File: src/rtl/fetch_decode_ctrl.sv
// Fetch/decode front-end sequencer: register strobes, PC load/select, branch redirect, flush, halt.
// Optional PERF_CNT_EN adds saturating stallCount/flushCount outputs.
module fetch_decode_ctrl #(
    parameter logic [4:0] BRANCH_OP    = 5'd16,
    parameter logic [4:0] HALT_OP      = 5'd31,
    parameter int         FLUSH_CYCLES = 2,
    parameter int         CNT_W        = 16
) (
    input  logic             clk,
    input  logic             clr,
    input  logic [4:0]       opcode,
    input  logic             brCond,
    input  logic             hazStall,
    input  logic             instRdy,
    output logic             instReq,
    output logic             ldPC,
    output logic             pcSel,
    output logic             ldInst,
    output logic             clrInst,
    output logic             ldDecodeInst,
    output logic             clrDecodeInst,
    output logic             isBranchTaken,
    output logic             clrBrnchTrgt,
    output logic             halted,
`ifdef PERF_CNT_EN
    output logic [CNT_W-1:0] stallCount,
    output logic [CNT_W-1:0] flushCount,
`endif
    output logic [2:0]       state
);

    typedef enum logic [2:0] {
        INIT  = 3'd0,
        RUN   = 3'd1,
        REDIR = 3'd2,
        FLUSH = 3'd3,
        HALT  = 3'd4
    } state_t;

    localparam logic [2:0] FLUSH_LD = 3'(FLUSH_CYCLES - 1);

    state_t     cur, nxt;
    logic [2:0] cnt;
    logic       stall_evt, flush_evt;

    always_ff @(posedge clk or posedge clr) begin
        if (clr) begin
            cur <= INIT;
            cnt <= '0;
        end else begin
            cur <= nxt;
            if (cur == REDIR)
                cnt <= FLUSH_LD;
            else if (cur == FLUSH && cnt != 3'd0)
                cnt <= cnt - 3'd1;
        end
    end

    always_comb begin
        nxt           = cur;
        instReq       = 1'b0;
        ldPC          = 1'b0;
        pcSel         = 1'b0;
        ldInst        = 1'b0;
        clrInst       = 1'b0;
        ldDecodeInst  = 1'b0;
        clrDecodeInst = 1'b0;
        isBranchTaken = 1'b0;
        clrBrnchTrgt  = 1'b0;
        halted        = 1'b0;
        stall_evt     = 1'b0;
        flush_evt     = 1'b0;
        case (cur)
            INIT: begin
                clrInst       = 1'b1;
                clrDecodeInst = 1'b1;
                clrBrnchTrgt  = 1'b1;
                nxt           = RUN;
            end
            RUN: begin
                if (hazStall) begin
                    instReq   = 1'b1;
                    stall_evt = 1'b1;
                end else if (opcode == HALT_OP) begin
                    nxt = HALT;
                end else if (opcode == BRANCH_OP && brCond) begin
                    isBranchTaken = 1'b1;
                    nxt           = REDIR;
                end else if (!instRdy) begin
                    instReq       = 1'b1;
                    clrDecodeInst = 1'b1;
                    stall_evt     = 1'b1;
                end else begin
                    instReq      = 1'b1;
                    ldPC         = 1'b1;
                    ldInst       = 1'b1;
                    ldDecodeInst = 1'b1;
                end
            end
            REDIR: begin
                ldPC          = 1'b1;
                pcSel         = 1'b1;
                clrInst       = 1'b1;
                clrDecodeInst = 1'b1;
                flush_evt     = 1'b1;
                nxt           = (FLUSH_LD == 3'd0) ? RUN : FLUSH;
            end
            FLUSH: begin
                instReq       = 1'b1;
                clrInst       = 1'b1;
                clrDecodeInst = 1'b1;
                flush_evt     = 1'b1;
                // cnt holds flush cycles remaining including this one
                if (cnt <= 3'd1)
                    nxt = RUN;
            end
            HALT: begin
                halted = 1'b1;
            end
            default: nxt = INIT;
        endcase
    end

    assign state = cur;

`ifdef PERF_CNT_EN
    always_ff @(posedge clk or posedge clr) begin
        if (clr) begin
            stallCount <= '0;
            flushCount <= '0;
        end else begin
            if (stall_evt && stallCount != {CNT_W{1'b1}})
                stallCount <= stallCount + 1'b1;
            if (flush_evt && flushCount != {CNT_W{1'b1}})
                flushCount <= flushCount + 1'b1;
        end
    end
`else
    logic unused_evt;
    assign unused_evt = stall_evt ^ flush_evt;
`endif

endmodule

File: config.mk
export PLATFORM = sky130hd
export DESIGN_NAME = fetch_decode_ctrl
export DESIGN_NICKNAME = d
export VERILOG_FILES = /design/src/rtl/fetch_decode_ctrl.sv
export SDC_FILE = /design/constraint.sdc
export NUM_CORES = 1
export LEC_CHECK = 0
export CAP_MARGIN = 20
export CORE_AREA = 2 2 39 41
export DETAILED_ROUTE_END_ITERATION = 7
export DIE_AREA = 0 0 41 43
export PLACE_DENSITY = 0.75
export SYNTH_ARGS = -nofsm -noshare
export SYNTH_HDL_FRONTEND = slang
export SYNTH_SLANG_ARGS = --single-unit
File: constraint.sdc
create_clock -name clk -period 1.85 [get_ports clk]
set_clock_uncertainty 0.05 [all_clocks]
set_input_delay 0.4625 -clock clk [delete_from_list [all_inputs] [get_ports clk]]
set_output_delay 0.4625 -clock clk [all_outputs]
set_load 0.005 [all_outputs]
# Yosys cells after proc, flatten, opt, wreduce, memory -nomap -nowiden
# Index checks and enable logic that the tools add are counted.
# totals
register_bits	6
in_bits	10
out_inout_bits	13
wordCells	51
# classes
n_addsub	1
n_lt_le_gt_ge	1
n_eq_ne	9
muxes	30
bitwise_logic	1
reduce_logical	7
# ops
op	n
2-to-1 mux 1 bit	20
2-to-1 mux 3 bit	6
case mux 3 bit (5 select lines)	1
== test 5 bit (second input constant)	2
== test 3 x 2 -> 1 bit (second input constant)	2
case mux 1 bit (2 select lines)	3
AND reduction 4 bit	1
== test 3 x 1 -> 1 bit (second input constant)	1
== test 3 bit (second input constant)	1
<= comparator 3 x 1 -> 1 bit (second input constant)	1
zero test 3 bit	1
!= test 3 bit (second input constant)	1
nonzero test 3 bit	1
OR reduction 3 bit	1
subtractor 3 x 1 -> 3 bit (second input constant)	1
logical AND 1 bit	2
!= test 2 x 1 -> 1 bit (second input constant)	1
!= test 2 bit (second input constant)	1
nonzero test 2 bit	1
inverter 1 bit	1

# Depth between registers and ports, before layout
# Gate-level depths: netlist of the first run.
# depth
depth_word	6
depth_mapped	6
depth_no_buf	6

# Worst setup path before layout of the first run
# Ideal clock, no wire load.
# synth_timing
path_kind	in2out
startpoint	input opcode[2]
endpoint	output ldInst
arrival_time_ps	1191
t_required_ps	1337
path_slack_ps	146
stages	5
n_path_buf	1
path_cell_list	nand2b_1 > nor4_4 > o21a_2 > nor2_1 > buf_4
# synth_between
elab_chain_cells	6
word_cells_on_any_way	7
classes_between	2 x eq/ne; 4 x mux; 1 x reduce/logical
# synth_lines
element	line_no	rtl
from (decl)	11	input logic [4:0] opcode,
== test 5 bit	86	end else if (opcode == BRANCH_OP && brCond) begin
logical AND 1 bit	86	
2-to-1 mux 1 bit	-	
2-to-1 mux 1 bit * (3 in series)	-	
to (decl)	18	output logic ldInst,
# Mark *: on every way between the ends. The rest lies on a longest branch, timed or not.

# Worst setup path after layout of the first run
# layout_timing
startpoint	input opcode[2]
endpoint	output ldPC
# layout_between
elab_chain_cells	6
word_cells_on_any_way	7
classes_between	2 x eq/ne; 4 x mux; 1 x reduce/logical
# layout_lines
element	line_no	rtl
== test 5 bit	86	
logical AND 1 bit	86	
2-to-1 mux 1 bit	86	
2-to-1 mux 1 bit *	84	end else if (opcode == HALT_OP) begin
2-to-1 mux 1 bit *	81	if (hazStall) begin
case mux 1 bit (2 select lines) *	73	case (cur)
to (decl)	16	output logic ldPC,
# Marks and branches as above.

==> results of run 1 <==
## power groups by stage
stage	registers, mW	logic, mW	clock network, mW
after floorplan	0.172	0.134	0
after CTS	0.170	0.266	0.128
final	0.172	0.275	0.122
after detailed placement	0.171	0.269	0
after global placement	0.169	0.263	0
after global routing	0.175	0.310	0.136
## timing repair
action	4_1_cts	5_1_grt
pin swaps	11	7
gates resized for setup	65	12
setup buffers	8	1
setup endpoints to repair	11	8
## cells by family after synthesis
group	after synthesis	synth area share
and+or+nand+nor	26	0.3512
adders and majority gates	3	0.07634
buffers and inverters	7	0.06359
DFF	6	0.3053
AOI/OAI and AO/OA	15	0.2036
## registers in the layout, summed over array words and instances, names as in the netlist
name and cells:
state 3, cnt 3
## metrics by stage
stage / area [um^2] / hold slack (ps)
after global placement: 794.5 / 415.9
after detailed placement: 794.5 / 428.3
after floorplan: 491.7 / 203.5
after CTS: 847.1 / 388.2
final: 892.1 / 387.8
after global routing: 892.1 / 412.9
## layout by cell type (no fill, tap or decap), types with 2 or more instances in the layout
master          synthesis  layout
nand2_1                 5       5
buf_2                   1       8
a21oi_1                 3       2
a31oi_1                 3       3
dlymetal6s2s_1          0       2
buf_4                   1      16
dlygate4sd2_1           0       6
ha_1                    3       3
nor2_2                  0       2
dfrtp_1                 6       5
inv_1                   4       3
nor3_1                  3       2
nand4b_1                2       2
clkbuf_4                0       3
o21ai_0                 2       2
nand2b_1                3       2
buf_6                   0       7
nor2_1                  4       2
o21bai_1                2       2
## synth_stat cells (all sizes together), types with 3 or more instances
cell type | instances | area, um^2
nand2 | 5 | 18.77
a21oi | 3 | 15.01
dfrtp | 6 | 150.1
o21ai | 3 | 15.01
a31oi | 3 | 18.77
ha | 3 | 37.54
nand2b | 3 | 18.77
inv | 5 | 18.76
nor2 | 5 | 26.27
nor3 | 3 | 15.01
## layer usage
layer / wire [um] / vias to the layer above / GRT usage
met5: 0 / - / 0
met4: 28 / 0 / 0.09333
met3: 99 / 5 / 0.07330
met2: 803 / 28 / 0.3594
met1: 568 / 281 / 0.2443
li1: - / 294 / -
## worst min-delay path by stage
| stage | from | to | depth (start not counted) | slack [ps] |
|---|---|---|---|---|
| 4_1_cts | clr | cnt[1] | 2 | 390 |
| 5_1_grt | clr | cnt[1] | 2 | 410 |
| 6_report | clr | cnt[1] | 2 | 390 |
| 2_1_floorplan | clr | cnt[0] | 1 | 200 |
| 3_5_place_dp | cnt[1] | cnt[1] | 2 | 430 |
| 3_3_place_gp | cnt[1] | cnt[1] | 2 | 420 |
## area by class of cell
cell class	count	area, um^2	area share
clock buffer	3	22.52	0.02525
inverter	5	21.27	0.02384
tap	16	20.02	0.02244
timing repair buffer	41	336.6	0.3773
sequential	6	151.4	0.1697
multi-input combinational	44	340.3	0.3815
==> run_results.csv, run 1 <==
group,metric,value,unit
status,status,"complete, but fails checks",
status,violations,"setup timing",
setup_path,startpoint,"opcode[2]",
power_and_ir_drop,powerDensity,637.8,mW/mm^2
synthesis,synth_ff_type,"dfrtp_1",
setup_path,r2r_cells,6,
detailed_routing,vias,608,
finish,diodes,0,
power_and_ir_drop,power,0.5690,mW
setup_path,slowest_stage,"nor4_4",
detailed_routing,first_pass_iters,4,
detailed_routing,drt_wl_total,1.500,mm
sta,drv_slew,0,
power_and_ir_drop,peakVddDrop,0.4254,mV
finish,fillCellCount,118,
clock_network,ctsHoldBuffers,0,
synthesis,synth_edf_count,0,
setup_path,r2r-start,"state[2]",
floorplan,initial_core_util,0.3553,
sta,hold_viol,0,
place,place_ws,-776.9,ps
clock_network,clockRootBuffer,"clkbuf_4",
clock_network,cts_num_sinks,6,
grt,globalRoute.totalOverflow,0,
setup_path,crit_path_end,"ldPC",
finish,final_cells,115,
sta,fmax,524.9,MHz
synthesis,ys_seq_elements,6,
detailed_routing,wire_per_inst,13.04,um
power_and_ir_drop,p_int,0.3643,mW
sta,min_period_over_period,1.030,
setup_path,reg2reg_slack,490,ps
power_and_ir_drop,swShare,0.3597,
setup_path,critPathMaxFanout,5,
place,portBuffers,22,
clock_network,cts_tree,"yes",
power_and_ir_drop,seqPwrFrac,0.302,
clock_network,cts_max_level,1,
detailed_routing,ant_nets,0,
sta,finalSetupTns,-174.1,ps
sta,max_slew.worst_pin.slew,279.5,ps
min_path,worst_hold_path_type,"input port to async pin",
finish,utilization,0.6447,
power_and_ir_drop,p_leak,0.4470,nW
finish,area_delta_synth_final,81.42,%
place,hpwlAfterDp,1.081,mm
setup_path,end_kind,"primary output",
synthesis,synthArstFlopShare,1.000,
setup_path,critPathLaunchType,"input port",
sta,slew_headroom,0.8119,
setup_path,r2r-end,"cnt[0]",
grt,grt_pass1_wl,2.601,mm
setup_path,cp_num_buf_inv,3,
power_and_ir_drop,clkPwrFrac,0.214,
floorplan,io_pins,23,
grt,grt_pass1_vias,593,
synthesis,avgSynthCellArea,8.627,um^2
job,drv_cap,0,
grt,antenna_found_initial,0,
synthesis,ys_seq_area_frac,0.3053,
floorplan,die-area,0.001763,mm^2
setup_path,max_stage_delay,180,ps
synthesis,synth_fp_nets,70,
detailed_routing,drc_errors,0,
detailed_routing,drt_iter0_drc,19,
clock_network,clock_path_buffers,2,
clock_network,clock_latency,250,ps
power_and_ir_drop,combPwrFrac,0.484,
synthesis,syn_area,491.7,um^2
grt,grt.total_usage,0.2198,
setup_path,path_depth,7,
finish,nNetsFinal,114,
synthesis,ys_warn_count,0,
place,place_inst,103,
sta,rsz0062_at_grt,"yes",
setup_path,crit_family,"buffers and inverters",
setup_path,path_class,"input port to primary output",
synthesis,synth_cells,57,
grt,grt_max_degree,9,
detailed_routing,viasPerCell,5.287,
power_and_ir_drop,switchingPower,0.2047,mW
floorplan,coreArea,0.001384,mm^2
sta,finalSetupViolCount,5,
clock_network,cts_buffers,3,
sta,fin_crit,1905,ps
clock_network,clkSlewWorstSetupHoldPaths,50,ps
floorplan,rows,14,
sta,setup_ws,-55.22,ps
synthesis,synth_cell_types,29,
floorplan,fp.dieW,41,um
finish,final_layout_size_suffix_gt1_frac,0.4848,
floorplan,die_h,43,um
setup_path,cp_data_required_time,1340,ps
setup_path,arrival,1390,ps
place,place.gp.congestion,0.8260,
setup_path,crit_chain,"buf_6 -> nand2b_4 -> nor4_4 -> buf_4 -> o21a_4 -> o21bai_1 -> buf_2",
Note: power is estimated with default switching activity, not from simulation.
==> run 2: changes to the inputs <==
REMOVE_ABC_BUFFERS = 1   (was not set)
==> run_results.csv, run 2 (same netlist as run 1, synthesis figures left out) <==
group,metric,value,unit
floorplan,fp.dieW,41,um
setup_path,crit_family,"buffers and inverters",
setup_path,max_stage_delay,480,ps
sta,max_slew.worst_pin.slew,296.4,ps
sta,min_period_over_period,1.076,
setup_path,slowest_stage,"clkdlybuf4s50_1",
sta,setup_ws,-140.9,ps
grt,grt.total_usage,0.2278,
setup_path,cp_data_required_time,1340,ps
status,status,"complete, but fails checks",
sta,fin_crit,1991,ps
floorplan,initial_core_util,0.3553,
power_and_ir_drop,peakVddDrop,0.4540,mV
detailed_routing,wire_per_inst,13.53,um
sta,drv_slew,0,
clock_network,cts_max_level,1,
min_path,worst_hold_path_type,"input port to async pin",
finish,nNetsFinal,126,
place,place.gp.congestion,0.7488,
floorplan,io_pins,23,
place,hpwlAfterDp,1.010,mm
grt,antenna_found_initial,0,
detailed_routing,drc_errors,0,
grt,grt_max_degree,8,
status,violations,"setup timing",
finish,utilization,0.7125,
clock_network,cts_tree,"yes",
sta,slew_headroom,0.8006,
finish,final_layout_size_suffix_gt1_frac,0.5766,
sta,hold_viol,0,
floorplan,coreArea,0.001384,mm^2
setup_path,end_kind,"primary output",
grt,grt_pass1_vias,649,
floorplan,rows,14,
setup_path,path_class,"input port to primary output",
place,portBuffers,22,
finish,area_delta_synth_final,100.5,%
sta,finalHoldWorstSlack,382.0,ps
floorplan,die-area,0.001763,mm^2
finish,diodes,0,
setup_path,critPathLaunchType,"input port",
setup_path,cp_num_buf_inv,2,
finish,final_cell_mix,"buf_4 (26), buf_2 (10), buf_6 (8)",
clock_network,clock_path_buffers,2,
detailed_routing,drt_wl_total,1.718,mm
clock_network,clkSlewWorstSetupHoldPaths,50,ps
job,drv_cap,0,
power_and_ir_drop,p_leak,0.5131,nW
grt,grt_pass1_wl,2.753,mm
setup_path,reg2reg_slack,420,ps
sta,finalSetupViolCount,6,
setup_path,crit_chain,"clkdlybuf4s50_1 -> nand4b_1 -> o21bai_1 -> buf_2",
clock_network,cts_num_sinks,6,
detailed_routing,ant_nets,0,
setup_path,arrival,1480,ps
clock_network,clock_latency,250,ps
finish,layout_commonest_cell,"buf_4",
sta,rsz0062_at_grt,"yes",
detailed_routing,drt_iter0_drc,6,
clock_network,clockRootBuffer,"clkbuf_4",
clock_network,cts_buffers,3,
power_and_ir_drop,powerDensity,611.0,mW/mm^2
floorplan,die_h,43,um
detailed_routing,vias,649,
sta,fmax,502.3,MHz
setup_path,critPathMaxFanout,2,
sta,finalSetupTns,-713.0,ps
grt,globalRoute.totalOverflow,0,
detailed_routing,first_pass_iters,3,
detailed_routing,viasPerCell,5.110,
## run 2: changes by cell type in the layout (fill, tap and decap cells not counted), moves of 2 or more
cell and delta:
clkbuf_2 +2, dlygate4sd2_1 -3, nor2_4 +2, buf_4 +10
buf_2 +2, nor2_2 -2
## run 2: power breakdown
group / internal [mW] / switching [mW]
combinational: 0.160 / 0.146
sequential: 0.152 / 0.0189
clock: 0.0737 / 0.0512
total: 0.386 / 0.216
## run 2: metrics by stage
stage	total power, mW	area, um^2	setup slack (ps)	instances
CTS	0.5729	930.9	-181.3	123
floorplan	0.3030	479.2	231.9	55
detailed placement	0.4355	809.5	-756.2	105
global placement	0.4299	809.5	-758.3	105
global route	0.6509	985.9	-171.1	127
finish	0.6025	985.9	-140.9	127
## run 2: area by class of cell
cell class                      count  area, um^2
Fill cell                          92       397.9
Sequential cell                     6       152.6
Inverter                            5       21.27
Tap cell                           16       20.02
Clock buffer                        3       22.52
Timing Repair Buffer               53       416.7
Multi-Input combinational cell     44       352.8
## run 2: metal layers
metal | vias up | GRT usage | routed length, um
met3 | 4 | 0.09424 | 99
met4 | 0 | 0.07333 | 31
met2 | 23 | 0.3563 | 871
li1 | 317 | - | -
met5 | - | 0 | 0
met1 | 305 | 0.2704 | 716
## run 2: path summary, 6_finish.rpt
path,start,to,cells after the start
worst max register to register,state[2],cnt[1],5
worst max-delay path,instRdy,ldPC,4
max in group asynchronous,clr,state[2],2
min in group clk,cnt[1],cnt[1],2
worst min register to register,cnt[1],cnt[1],2
worst min-delay path,clr,state[1],2
## run 2: repair_timing
action | CTS | global route
buffers inserted | 15 | 5
setup endpoints to repair | 12 | 10
pin swaps | 10 | 8
hold buffers | 0 | 0
resized for setup | 67 | 14
==> run 3: changes to the inputs <==
PLACE_DENSITY = 0.71   (was 0.75)
==> run_results.csv, run 3 (same netlist as run 1, synthesis figures left out) <==
group,metric,value,unit
power_and_ir_drop,p_leak,0.4626,nW
setup_path,r2r_cells,5,
floorplan,die-area,0.001763,mm^2
clock_network,ctsHoldBuffers,0,
setup_path,reg2reg_slack,530,ps
setup_path,r2r-end,"state[1]",
sta,finalSetupViolCount,4,
setup_path,slowest_stage,"o21a_2",
finish,fillCellCount,112,
sta,hold_viol,0,
clock_network,clockRootBuffer,"clkbuf_4",
sta,fmax,519.2,MHz
floorplan,io_pins,23,
sta,max_slew.worst_pin.slew,297.7,ps
grt,grt_pass1_vias,556,
grt,met1_usage,0.2582,
grt,use_met2,0.2969,
setup_path,cp_num_buf_inv,3,
job,drv_cap,0,
setup_path,r2r-start,"state[0]",
power_and_ir_drop,peakVddDrop,0.3763,mV
grt,grt.total_usage,0.1897,
grt,antenna_found_initial,0,
grt,busiest_layer,"met2",
finish,final_cell_mix,"buf_4 (18), buf_2 (8), dlygate4sd2_1 (7), buf_6 (7)",
setup_path,arrival,1410,ps
detailed_routing,first_pass_iters,4,
min_path,worst_hold_path_type,"input port to async pin",
sta,setup_ws,-76.19,ps
sta,drv_slew,0,
detailed_routing,ant_nets,0,
clock_network,cts_buffers,3,
floorplan,fp.dieW,41,um
setup_path,crit_family,"compound AO/OA/AOI/OAI gates",
finish,multi_input_area,345.3,um^2
detailed_routing,wire_per_inst,13.57,um
detailed_routing,vias,619,
finish,nNetsFinal,118,
grt,use_met3,0.04188,
detailed_routing,viasPerCell,5.202,
grt,grt_max_degree,9,
detailed_routing,drt_wl_total,1.615,mm
detailed_routing,drt_iter0_drc,5,
clock_network,cts_tree,"yes",
finish,ff_latch_area,152.6,um^2
floorplan,coreArea,0.001384,mm^2
finish,final_layout_size_suffix_gt1_frac,0.5146,
sta,fin_crit,1926,ps
finish,diodes,0,
setup_path,crit_chain,"buf_8 -> and4_1 -> o21a_2 -> buf_6 -> a211oi_2 -> buf_2",
clock_network,cts_max_level,1,
setup_path,critPathMaxFanout,3,
clock_network,clkSlewWorstSetupHoldPaths,50,ps
power_and_ir_drop,powerDensity,627.4,mW/mm^2
floorplan,die_h,43,um
place,hpwlAfterDp,1.030,mm
place,place_inst,103,
setup_path,max_stage_delay,230,ps
sta,rsz0062_at_grt,"yes",
setup_path,path_class,"input port to primary output",
clock_network,cts_num_sinks,6,
clock_network,clock_latency,240,ps
detailed_routing,drc_errors,0,
place,place_ws,-757.7,ps
finish,layout_commonest_cell,"buf_4",
floorplan,initial_core_util,0.3553,
clock_network,clock_path_buffers,2,
place,portBuffers,22,
grt,grt_pass1_wl,2.332,mm
sta,min_period_over_period,1.041,
setup_path,end_kind,"primary output",
power_and_ir_drop,power,0.5817,mW
status,status,"complete, but fails checks",
setup_path,path_depth,6,
grt,globalRoute.totalOverflow,0,
finish,area_delta_synth_final,88.55,%
setup_path,cp_data_required_time,1340,ps
setup_path,startpoint,"opcode[1]",
setup_path,critPathLaunchType,"input port",
floorplan,rows,14,
status,violations,"setup timing",
place,place.gp.congestion,0.7645,
sta,slew_headroom,0.7997,
finish,final_cells,119,
[run 3: area by class of cell]
type	instances	share of cell area
repair buffers	45	0.3968
multi-input cells	44	0.3725
flip-flops and latches	6	0.1646
clock buffers	3	0.02429
well taps	16	0.02159
inverters	5	0.02024
[run 3: worst max path at each step]
| stage | endpoint | slack, ps |
|---|---|---|
| after floorplan | isBranchTaken | 230 |
| after global placement | instReq | -750 |
| after detailed placement | instReq | -760 |
| after CTS | isBranchTaken | -230 |
| after global routing | instReq | -140 |
| final | instReq | -80 |
[run 3: repair_timing]
action	4_1_cts	5_1_grt
gates resized for setup	65	12
setup buffers	10	3
endpoints found under the hold margin	0	0
pin swaps	11	8
endpoints found under the setup margin	12	10
[run 3: report_power, final]
| part | switching (mW) | internal, mW | total (mW) |
|---|---|---|---|
| registers | 0.0208 | 0.152 | 0.173 |
| logic | 0.142 | 0.146 | 0.289 |
| clock network | 0.0469 | 0.0734 | 0.120 |
| total | 0.210 | 0.372 | 0.582 |
[run 3: worst reg2reg max path: stages, from the launching register on]
cell and delay [ps]:
dfrtp_2 390, buf_4 130, inv_2 50, buf_4 160, nor4_1 330, nor3_1 80
[run 3: per-stage QoR]
step	hold WS, ps	setup TNS, ps	area [um^2]	util
2_1_floorplan	203.5	0	479.2	-
3_3_place_gp	438.1	-4303	794.5	0.5741
3_5_place_dp	464.6	-4359	794.5	0.5741
4_1_cts	390.1	-617.3	870.8	0.6293
5_1_grt	425.3	-435.8	927.1	0.6700
6_report	385.9	-183.3	927.1	0.6700
[run 3: routing by layer]
metal	share of wire	wire length, um	up-vias
met1	0.43	688	291
li1	-	-	299
met3	0.038	61	4
met2	0.52	835	25
met5	0	0	-
met4	0.019	30	0
